## src/rtl/quiz_round_controller_pkg.sv

```systemverilog
// Shared types for the quiz round controller: FSM state encoding,
// player indices and winner codes.
package quiz_round_controller_pkg;

  typedef enum logic [2:0] {
    ST_IDLE,
    ST_SHOW,
    ST_ARMED,
    ST_JUDGE,
    ST_RESULT,
    ST_NEXT,
    ST_DONE
  } state_t;

  // Player index, used for the arbiter grant and the lock vector bit.
  localparam logic P1 = 1'b0;
  localparam logic P2 = 1'b1;

  localparam logic [1:0] WIN_NONE = 2'b00;
  localparam logic [1:0] WIN_P1   = 2'b01;
  localparam logic [1:0] WIN_P2   = 2'b10;
  localparam logic [1:0] WIN_TIE  = 2'b11;

  // Final verdict from the two scores; a 0:0 game has no winner.
  function automatic logic [1:0] winner_code(input logic [3:0] s1, input logic [3:0] s2);
    if (s1 > s2)
      return WIN_P1;
    else if (s2 > s1)
      return WIN_P2;
    else if (s1 != 4'd0)
      return WIN_TIE;
    else
      return WIN_NONE;
  endfunction

endpackage

```

## src/rtl/quiz_round_controller_answer_arbiter.sv

```systemverilog
// Two-player answer arbiter: masks locked players, resolves simultaneous
// presses with a flipping priority, and latches the winning player/answer.
module quiz_round_controller_answer_arbiter
  import quiz_round_controller_pkg::*;
(
  input  logic       clk,
  input  logic       rst_n,
  input  logic       en,
  input  logic       p1_valid,
  input  logic [3:0] p1_ans,
  input  logic       p2_valid,
  input  logic [3:0] p2_ans,
  input  logic       lock_grant,
  input  logic       clear_locks,
  output logic       accept,
  output logic       grant,
  output logic [3:0] grant_ans,
  output logic [1:0] locks
);

  logic req1;
  logic req2;
  logic pick;
  logic prio;

  // Qualify requests with the window and lock mask, then pick a winner.
  always_comb begin
    req1   = en & p1_valid & ~locks[P1];
    req2   = en & p2_valid & ~locks[P2];
    accept = req1 | req2;
    if (req1 && req2)
      pick = prio;
    else if (req2)
      pick = P2;
    else
      pick = P1;
  end

  // Latch the accepted press, rotate priority on conflicts, maintain locks.
  always_ff @(posedge clk or negedge rst_n) begin
    if (!rst_n) begin
      grant     <= P1;
      grant_ans <= 4'd0;
      prio      <= P1;
      locks     <= 2'b00;
    end else begin
      if (accept) begin
        grant     <= pick;
        grant_ans <= (pick == P2) ? p2_ans : p1_ans;
      end
      // Only a genuine collision hands priority to the other player.
      if (req1 && req2)
        prio <= ~pick;
      if (clear_locks)
        locks <= 2'b00;
      else if (lock_grant)
        locks[grant] <= 1'b1;
    end
  end

endmodule

```

## src/rtl/quiz_round_controller.sv

```systemverilog
// Quiz round controller: walks the question index, times the answer window,
// judges the arbitrated answer, keeps scores and decides the game result.
module quiz_round_controller
  import quiz_round_controller_pkg::*;
#(
  parameter int NUM_Q          = 10,
  parameter int WIN_SCORE      = 5,
  parameter int SHOW_CYCLES    = 4,
  parameter int TIMEOUT_CYCLES = 1000,
  parameter int RESULT_CYCLES  = 8,
  parameter int CNT_W          = 16
)
(
  input  logic       clk,
  input  logic       rst_n,
  input  logic       start,
  input  logic       p1_valid,
  input  logic [3:0] p1_ans,
  input  logic       p2_valid,
  input  logic [3:0] p2_ans,
  input  logic [3:0] q_ans,
  output logic [3:0] bcd_state,
  output logic       armed,
  output logic       p1_inc,
  output logic       p2_inc,
  output logic [3:0] p1_score,
  output logic [3:0] p2_score,
  output logic       beep,
  output logic       busy,
  output logic       game_over,
  output logic [1:0] winner
);

  localparam logic [CNT_W-1:0] SHOW_LOAD    = CNT_W'(SHOW_CYCLES - 1);
  localparam logic [CNT_W-1:0] TIMEOUT_LOAD = CNT_W'(TIMEOUT_CYCLES - 1);
  localparam logic [CNT_W-1:0] RESULT_LOAD  = CNT_W'(RESULT_CYCLES - 1);
  localparam logic [CNT_W-1:0] TMR_ONE      = CNT_W'(1);
  localparam logic [3:0]       LAST_Q       = 4'(NUM_Q - 1);
  localparam logic [3:0]       WIN_S        = 4'(WIN_SCORE);

  state_t           state;
  logic [CNT_W-1:0] timer;
  logic             accept;
  logic             grant;
  logic [3:0]       grant_ans;
  logic [1:0]       locks;
  logic             lock_grant;
  logic             clear_locks;
  logic             correct;
  logic             other_locked;

  // Judge the latched answer and derive arbiter lock control from the state.
  always_comb begin
    correct      = (grant_ans == q_ans);
    other_locked = (grant == P1) ? locks[P2] : locks[P1];
    lock_grant   = (state == ST_JUDGE) && !correct;
    clear_locks  = (state == ST_NEXT) ||
                   (((state == ST_IDLE) || (state == ST_DONE)) && start);
  end

  quiz_round_controller_answer_arbiter u_arbiter (
    .clk         (clk),
    .rst_n       (rst_n),
    .en          (state == ST_ARMED),
    .p1_valid    (p1_valid),
    .p1_ans      (p1_ans),
    .p2_valid    (p2_valid),
    .p2_ans      (p2_ans),
    .lock_grant  (lock_grant),
    .clear_locks (clear_locks),
    .accept      (accept),
    .grant       (grant),
    .grant_ans   (grant_ans),
    .locks       (locks)
  );

  // Game sequencer with the shared timer, scores and registered outputs.
  always_ff @(posedge clk or negedge rst_n) begin
    if (!rst_n) begin
      state     <= ST_IDLE;
      timer     <= '0;
      bcd_state <= 4'd0;
      armed     <= 1'b0;
      p1_inc    <= 1'b0;
      p2_inc    <= 1'b0;
      p1_score  <= 4'd0;
      p2_score  <= 4'd0;
      beep      <= 1'b0;
      busy      <= 1'b0;
      game_over <= 1'b0;
      winner    <= WIN_NONE;
    end else begin
      // Score pulses last exactly one cycle.
      p1_inc <= 1'b0;
      p2_inc <= 1'b0;
      case (state)
        ST_IDLE, ST_DONE: begin
          if (start) begin
            state     <= ST_SHOW;
            timer     <= SHOW_LOAD;
            bcd_state <= 4'd0;
            p1_score  <= 4'd0;
            p2_score  <= 4'd0;
            beep      <= 1'b0;
            busy      <= 1'b1;
            game_over <= 1'b0;
            winner    <= WIN_NONE;
          end
        end
        ST_SHOW: begin
          if (timer == '0) begin
            state <= ST_ARMED;
            timer <= TIMEOUT_LOAD;
            armed <= 1'b1;
          end else begin
            timer <= timer - TMR_ONE;
          end
        end
        ST_ARMED: begin
          beep <= 1'b0;
          if (accept) begin
            state <= ST_JUDGE;
            armed <= 1'b0;
            if (timer != '0)
              timer <= timer - TMR_ONE;
          end else if (timer == '0) begin
            state <= ST_RESULT;
            timer <= RESULT_LOAD;
            armed <= 1'b0;
            beep  <= 1'b1;
          end else begin
            timer <= timer - TMR_ONE;
          end
        end
        ST_JUDGE: begin
          if (correct) begin
            state <= ST_RESULT;
            timer <= RESULT_LOAD;
            if (grant == P1) begin
              p1_inc <= 1'b1;
              if (p1_score < WIN_S)
                p1_score <= p1_score + 4'd1;
            end else begin
              p2_inc <= 1'b1;
              if (p2_score < WIN_S)
                p2_score <= p2_score + 4'd1;
            end
          end else if (!other_locked) begin
            // Second chance for the other player; the window keeps running.
            state <= ST_ARMED;
            armed <= 1'b1;
            beep  <= 1'b1;
          end else begin
            state <= ST_RESULT;
            timer <= RESULT_LOAD;
            beep  <= 1'b1;
          end
        end
        ST_RESULT: begin
          if (timer == '0) begin
            state <= ST_NEXT;
            beep  <= 1'b0;
          end else begin
            timer <= timer - TMR_ONE;
          end
        end
        ST_NEXT: begin
          if ((p1_score == WIN_S) || (p2_score == WIN_S) || (bcd_state == LAST_Q)) begin
            state     <= ST_DONE;
            busy      <= 1'b0;
            game_over <= 1'b1;
            winner    <= winner_code(p1_score, p2_score);
          end else begin
            state     <= ST_SHOW;
            timer     <= SHOW_LOAD;
            bcd_state <= bcd_state + 4'd1;
          end
        end
        default: state <= ST_IDLE;
      endcase
    end
  end

endmodule

```

## config.mk

```make
export PLATFORM = sky130hd
export DESIGN_NAME = quiz_round_controller
export DESIGN_NICKNAME = d
export VERILOG_FILES = /design/src/rtl/quiz_round_controller_pkg.sv /design/src/rtl/quiz_round_controller_answer_arbiter.sv /design/src/rtl/quiz_round_controller.sv
export SDC_FILE = /design/constraint.sdc
export NUM_CORES = 1
export LEC_CHECK = 0
export ABC_AREA = 1
export CORE_UTILIZATION = 51
export DETAILED_ROUTE_END_ITERATION = 12
export HOLD_SLACK_MARGIN = 0.03
export PLACE_DENSITY = 0.77
export REMOVE_ABC_BUFFERS = 1
export SLEW_MARGIN = 20
export SYNTH_ARGS = -nofsm -noshare
export SYNTH_HDL_FRONTEND = slang
export SYNTH_SLANG_ARGS = --single-unit
```

## constraint.sdc

```tcl
create_clock -name clk -period 1.6 [get_ports clk]
set_clock_uncertainty 0.05 [all_clocks]
set_input_delay 0.24 -clock clk [delete_from_list [all_inputs] [get_ports clk]]
set_output_delay 0.24 -clock clk [all_outputs]
set_load 0.02 [all_outputs]
```

==> impl_results.md, run 1 <==
* Data required time of the critical path at 1780 ps
* Critical Path Source: u_arbiter.locks[0]$_DFFE_PN0P_
* Net Switching at 505 uW
* Hold WC Path Type: primary input to asynchronous set/reset pin
* VDD IR max at 0.536 mV
* PortBufs at 36
* Drt wl/cell at 21.0 um
* Seq pwr share at 50.2%
* Gr usage total at 32.4%
* Pint at 1860 uW
* CP Max Fanout at 7
* Worst Setup EP: timer[11]$_DFFE_PN0P_
* Starting density of the core at 53.1%
* Async SR Flop Fraction at 100%
* Worst setup EP type: flop
* Failing checks: negative setup slack
* Flop-to-flop setup slack at -390 ps
* Syn avg cell area at 7.42 sq um
* Post-layout nets at 610
* FF-to-FF Start: u_arbiter.locks[0]$_DFFE_PN0P_
* Non-filler cells, final at 655
* Sequential-to-total area share from yosys stat at 37.4%
* DIE AREA at 6490 sq um
* # DRC at 0
* R2R Path End: timer[11]$_DFFE_PN0P_
* Slew HR at 64.8%
* Number of synthesized flops with an enable pin at 0
* Comb pwr share at 4.3%
* Vias in the first global route at 3482
* Fin util at 87.4%
* Outcome: finished with violations
* Clock sinks at 47
* Cell count after placement at 622
* Cells after synthesis at 424
* Final hold violations at 0
* Sw frac at 21.4%
* RePlAce Congestion at 0.856
* Total power per unit cell area at 457 nW/um^2
* CTS tree: built
* Final Cycle Share at 124%
* First-pass GRT wire length at 16000 um
* Slew Viols, Final at 0
* Core ar. at 5920 sq um
* Synth unique cells at 32
* Top FF cell, synth: dfrtp_1
* Hold WS at 356 ps
* Row cnt at 28
* Worst Setup Start Kind: flop
* Post-detail-place hpwl at 6840 um
* Number of synthesized register bits at 47
* Worst Reg-to-Reg Cells at 10
* CTS Buf Count at 5
* # H-tree levels at 2
* Pin count of the biggest net entering global routing at 34
* Clk_lat worst skew at 320 ps
* Routed vias/inst at 6.24
* DRT Pass-1 Iters at 7
* Fin crit period at 1990 ps
* Root buf cell: clkbuf_8
* Arrival @ worst endpoint at 2170 ps
* Routed WL at 13700 um
* Antenna viol nets, final at 0
* Max-cap violations at 0
* Tightest Pin Transition at 522 ps
* Fillers at 248
* WS Path Type: flop to flop
* Area Overhead vs Synth at 64.5%
* Setup WS post-layout at -389 ps
* Grt ovf at 0
* Ports at 37
* # setup viols final at 39
* Clock share of power at 45.5%
* Via count at 4085
* Die W at 80.6 um
* Design Power at 2360 uW
* DR iter-0 viols at 591
* Max clock buf depth at 2
* Number of diodes at 0
* Die Ht at 80.6 um
* P_leak at 0.00253 uW
* Worst-path clk slew at 100 ps
* Initial antenna violation count at 0
* Layout cell share with drive strength beyond 1 at 45.7%
* Post-synthesis cell area at 3150 sq um
* RSZ-0062 raised after global routing: yes
* Fmax at 0.503 GHz
* Yosys warning total at 0
[logic make-up (layout without fill, tap and decap cells)]
group	after synthesis	in the layout	share of synthesized area, %
fa+ha+maj	14	14	5.57
compound gates	56	56	11.3
xor+xnor	13	13	3.62
simple gates	221	222	33.1
buf+inv	73	228	9.03
flops	47	47	37.4
[critical path, stage by stage (launching register included)]
cell and delay (ps):
dfrtp_1 350, inv_1 70, nand2_1 150, inv_1 130
o21ai_4 230, nand2_2 120, nand2_4 130, nand3_4 190
nor2_1 240, nor2_1 80, nor2_1 140
[registers in the layout, indices dropped and copies added (netlist names)]
register             cells
armed                    1
bcd_state                4
beep                     1
busy                     1
game_over                1
p1_inc                   1
p1_score                 4
p2_inc                   1
p2_score                 4
state                    3
timer                   16
u_arbiter.grant          1
u_arbiter.grant_ans      4
u_arbiter.locks          2
u_arbiter.prio           1
winner                   2
[layout by cell type (no fill, tap or decap), drive strengths merged]
cell | netlist | final
buf | 3 | 113
nand2 | 92 | 92
inv | 70 | 69
nor2 | 62 | 62
dfrtp | 47 | 47
nand3 | 46 | 47
o21ai | 29 | 29
clkdlybuf4s50 | 0 | 19
nand4 | 14 | 14
ha | 14 | 14
dlygate4sd2 | 0 | 12
xor2 | 11 | 11
a21oi | 11 | 11
nor3 | 7 | 7
clkbuf | 0 | 6
o211ai | 5 | 5
o221ai | 4 | 4
o21a | 3 | 3
dlymetal6s2s | 0 | 3
xnor2 | 2 | 2
o31ai | 2 | 2
bufinv | 0 | 2
clkinv | 0 | 2
o2111ai | 1 | 1
o22ai | 1 | 1
dlygate4sd3 | 0 | 1
clkdlybuf4s15 | 0 | 1
[cell type report]
type                            instances  area, sq um  share of cell area [%]
Clock buffer                            6         72.6                    1.40
Clock inverter                          2         60.1                    1.16
Inverter                               70          283                    5.46
Multi-Input combinational cell        305         2210                    42.7
Sequential cell                        47         1180                    22.7
Tap cell                               75         93.8                    1.81
Timing Repair Buffer                  149         1270                    24.6
Timing Repair inverter                  1         5.00                  0.0967
[cells in the mapped netlist, types with 2 or more instances]
cell type / instances / area share [%]
a21oi_1: 8 / 1.3
a21oi_2: 2 / 0.56
buf_2: 2 / 0.32
dfrtp_1: 47 / 37
ha_1: 14 / 5.6
inv_1: 58 / 6.9
inv_2: 12 / 1.4
nand2_1: 84 / 10
nand2_2: 3 / 0.60
nand2_4: 5 / 1.8
nand3_1: 44 / 7.0
nand4_1: 14 / 2.8
nor2_1: 54 / 6.4
nor2_2: 4 / 0.80
nor2_4: 3 / 1.1
nor3_1: 7 / 1.1
o211ai_1: 5 / 1.2
o21a_1: 3 / 0.72
o21ai_0: 21 / 3.3
o21ai_1: 7 / 1.1
o221ai_1: 4 / 1.1
o31ai_1: 2 / 0.48
xnor2_1: 2 / 0.56
xor2_1: 11 / 3.1
[metal layers]
metal / track usage (%) / share of wire (%) / vias up / wire length (um)
met5: 0 / 0 / - / 0
met3: 6.48 / 11 / 119 / 1460
met1: 39.5 / 36 / 1932 / 4950
li1: - / - / 1695 / -
met4: 12.7 / 7.0 / 0 / 963
met2: 55.5 / 46 / 339 / 6370
[repair_timing]
action                                  CTS  global route
endpoints found under the setup margin   42            44
endpoints found under the hold margin    14             0
cloned                                    1             1
gates resized for setup                  66           122
setup buffers                             6            18
pin swaps                                15            40
hold buffers                              1             0
[power by group through the flow]
stage	clock (uW)	sequential (uW)	combinational, uW
global route	1110	1190	112
finish	1080	1190	101
global placement	0	1210	88.4
detailed placement	0	1210	91.7
CTS	1050	1190	94.2
floorplan	0	1210	16.4
[worst min path at each step]
stage | from | to | slack [ps]
after floorplan | rst_n | armed$_DFFE_PN0P_ | -110
after global placement | rst_n | p2_inc$_DFF_PN0_ | 120
after detailed placement | rst_n | p2_inc$_DFF_PN0_ | 140
after CTS | rst_n | bcd_state[1]$_DFFE_PN0P_ | 350
after global routing | rst_n | p2_inc$_DFF_PN0_ | 370
final | rst_n | p2_inc$_DFF_PN0_ | 360
[stage by stage]
step / worst slack, ps / TNS, ps / cell area, sq um
global placement: -364 / -7840 / 4260
finish: -389 / -7150 / 5180
floorplan: -284 / -4850 / 3130
CTS: -128 / -958 / 4630
global route: -464 / -9530 / 5180
detailed placement: -457 / -10690 / 4260
No activity file was read; power rests on OpenSTA's default activity.
==> run 2, diff against run 1 <==
- CTS_BUF_LIST: not set -> sky130_fd_sc_hd__clkbuf_16
==> impl_results.md, run 2 (synthesis results as in run 1) <==
* Total power per unit cell area at 515 nW/um^2
* VDD IR max at 0.393 mV
* Antenna viol nets, final at 0
* Worst setup EP type: flop
* WS Path Type: flop to flop
* Die W at 80.6 um
* # setup viols final at 31
* Core ar. at 5920 sq um
* Grt ovf at 0
* PortBufs at 36
* Outcome: finished with violations
* RSZ-0062 raised after global routing: yes
* Post-detail-place hpwl at 6840 um
* Ports at 37
* Routed vias/inst at 6.30
* Routed WL at 13800 um
* # H-tree levels at 2
* Row cnt at 28
* Starting density of the core at 53.1%
* Clock sinks at 47
* Max reg flops at 16
* CTS Buf Count at 5
* Fillers at 251
* Failing checks: negative setup slack
* Fmax at 0.500 GHz
* Commonest non-fill, non-tap cells in the layout: buf_4 (91), nand2_1 (67), inv_1 (46)
* Setup WS post-layout at -401 ps
* Worst Reg-to-Reg Cells at 10
* Biggest register: timer
* DIE AREA at 6490 sq um
* Final hold violations at 0
* Worst-path clk slew at 70 ps
* # DRC at 0
* CP Max Fanout at 5
* Die Ht at 80.6 um
* Multi-input gate area at 2140 sq um
* Fin crit period at 2000 ps
* Slew Viols, Final at 0
* Max clock buf depth at 2
* DRT Pass-1 Iters at 5
* Layout cell share with drive strength beyond 1 at 43.0%
* Number of diodes at 0
* RePlAce Congestion at 0.856
* Vias in the first global route at 3669
* Worst Setup Start Kind: flop
* Drt wl/cell at 21.1 um
* Post-layout nets at 609
* Area Overhead vs Synth at 64.4%
* Max-cap violations at 0
* First-pass GRT wire length at 17300 um
* Clk_lat worst skew at 300 ps
* Gr usage total at 35.0%
* Flop-to-flop setup slack at -400 ps
* Final Cycle Share at 125%
* Tightest Pin Transition at 406 ps
* Most common cell after layout, fill and taps aside: buf_4
* Initial antenna violation count at 0
* Root buf cell: clkbuf_16
* Hold WC Path Type: primary input to asynchronous set/reset pin
* Data required time of the critical path at 1720 ps
* FF+latch area at 1180 sq um
* Pin count of the biggest net entering global routing at 34
* Hold WS at 363 ps
* DR iter-0 viols at 643
* Arrival @ worst endpoint at 2120 ps
* Via count at 4117
* Pre-CTS setup slack at -457 ps
* P_leak at 0.00254 uW
* Slew HR at 72.9%
* Setup TNS at -6460 ps
* CTS tree: built
==> run 2: cell count changes in the layout (fill, tap and decap cells not counted), sizes merged <==
cell | before | now
inv | 69 | 71
dlymetal6s2s | 3 | 1
clkbuf | 6 | 5
clkdlybuf4s50 | 19 | 22
clkdlybuf4s15 | 1 | 0
clkinv | 2 | 0
==> run 2: where the power goes <==
group / internal, uW / switching, uW
clock: 891 / 490
combinational: 46.5 / 52.2
sequential: 1190 / 0
total: 2120 / 542
==> run 2: final cells by class <==
| type | count | area share, % |
|---|---|---|
| clock inverters | 3 | 1.23 |
| multi-input cells | 305 | 41.4 |
| repair buffers | 149 | 24.9 |
| clock buffers | 5 | 2.42 |
| inverters | 70 | 5.47 |
| flip-flops and latches | 47 | 22.8 |
| well taps | 75 | 1.81 |
==> run 2: metrics by stage <==
step           cell area (sq um)  total power [uW]  cells  util (%)
6_report                    5170              2670    654      87.4
5_1_grt                     5170              2700    654      87.4
4_1_cts                     4750              2630    640      80.2
3_5_place_dp                4260              1300    622      72.0
3_3_place_gp                4260              1300    622      72.0
2_1_floorplan               3130              1230    421         -
==> run 2: worst max-delay path, stage by stage (launching register included) <==
cell and delay (ps):
dfrtp_1 410, inv_2 100, ha_4 190, nand3_2 180, nor2_4 150, nand2_4 90, buf_6 140, nand2_4 60
nand4_1 220, nand2_1 160, o21ai_1 100
==> run 2: worst paths after layout <==
check	start	to
min reg2reg	busy$_DFFE_PN0P_	busy$_DFFE_PN0P_
max in group asynchronous	rst_n	state[2]$_DFFE_PN0P_
max reg2reg	timer[0]$_DFFE_PN0P_	state[1]$_DFFE_PN0P_
min in group clk	busy$_DFFE_PN0P_	busy$_DFFE_PN0P_
min	rst_n	p1_score[1]$_DFFE_PN0P_
max	timer[0]$_DFFE_PN0P_	state[1]$_DFFE_PN0P_
==> run 2: routing by layer <==
metal / vias up / global-route usage [%] / share of wire [%]
met4: 0 / 13.6 / 6.9
met5: - / 0 / 0
li1: 1694 / - / -
met1: 1947 / 43.0 / 37
met3: 117 / 6.14 / 10
met2: 359 / 60.5 / 46
==> run 2: what timing repair did <==
action | in CTS | in global routing
endpoints found under the setup margin | 42 | 42
pin swaps | 29 | 48
hold buffers | 1 | 0
setup buffers | 8 | 14
endpoints found under the hold margin | 14 | 0
cloned | 1 | 0
gates resized for setup | 77 | 96
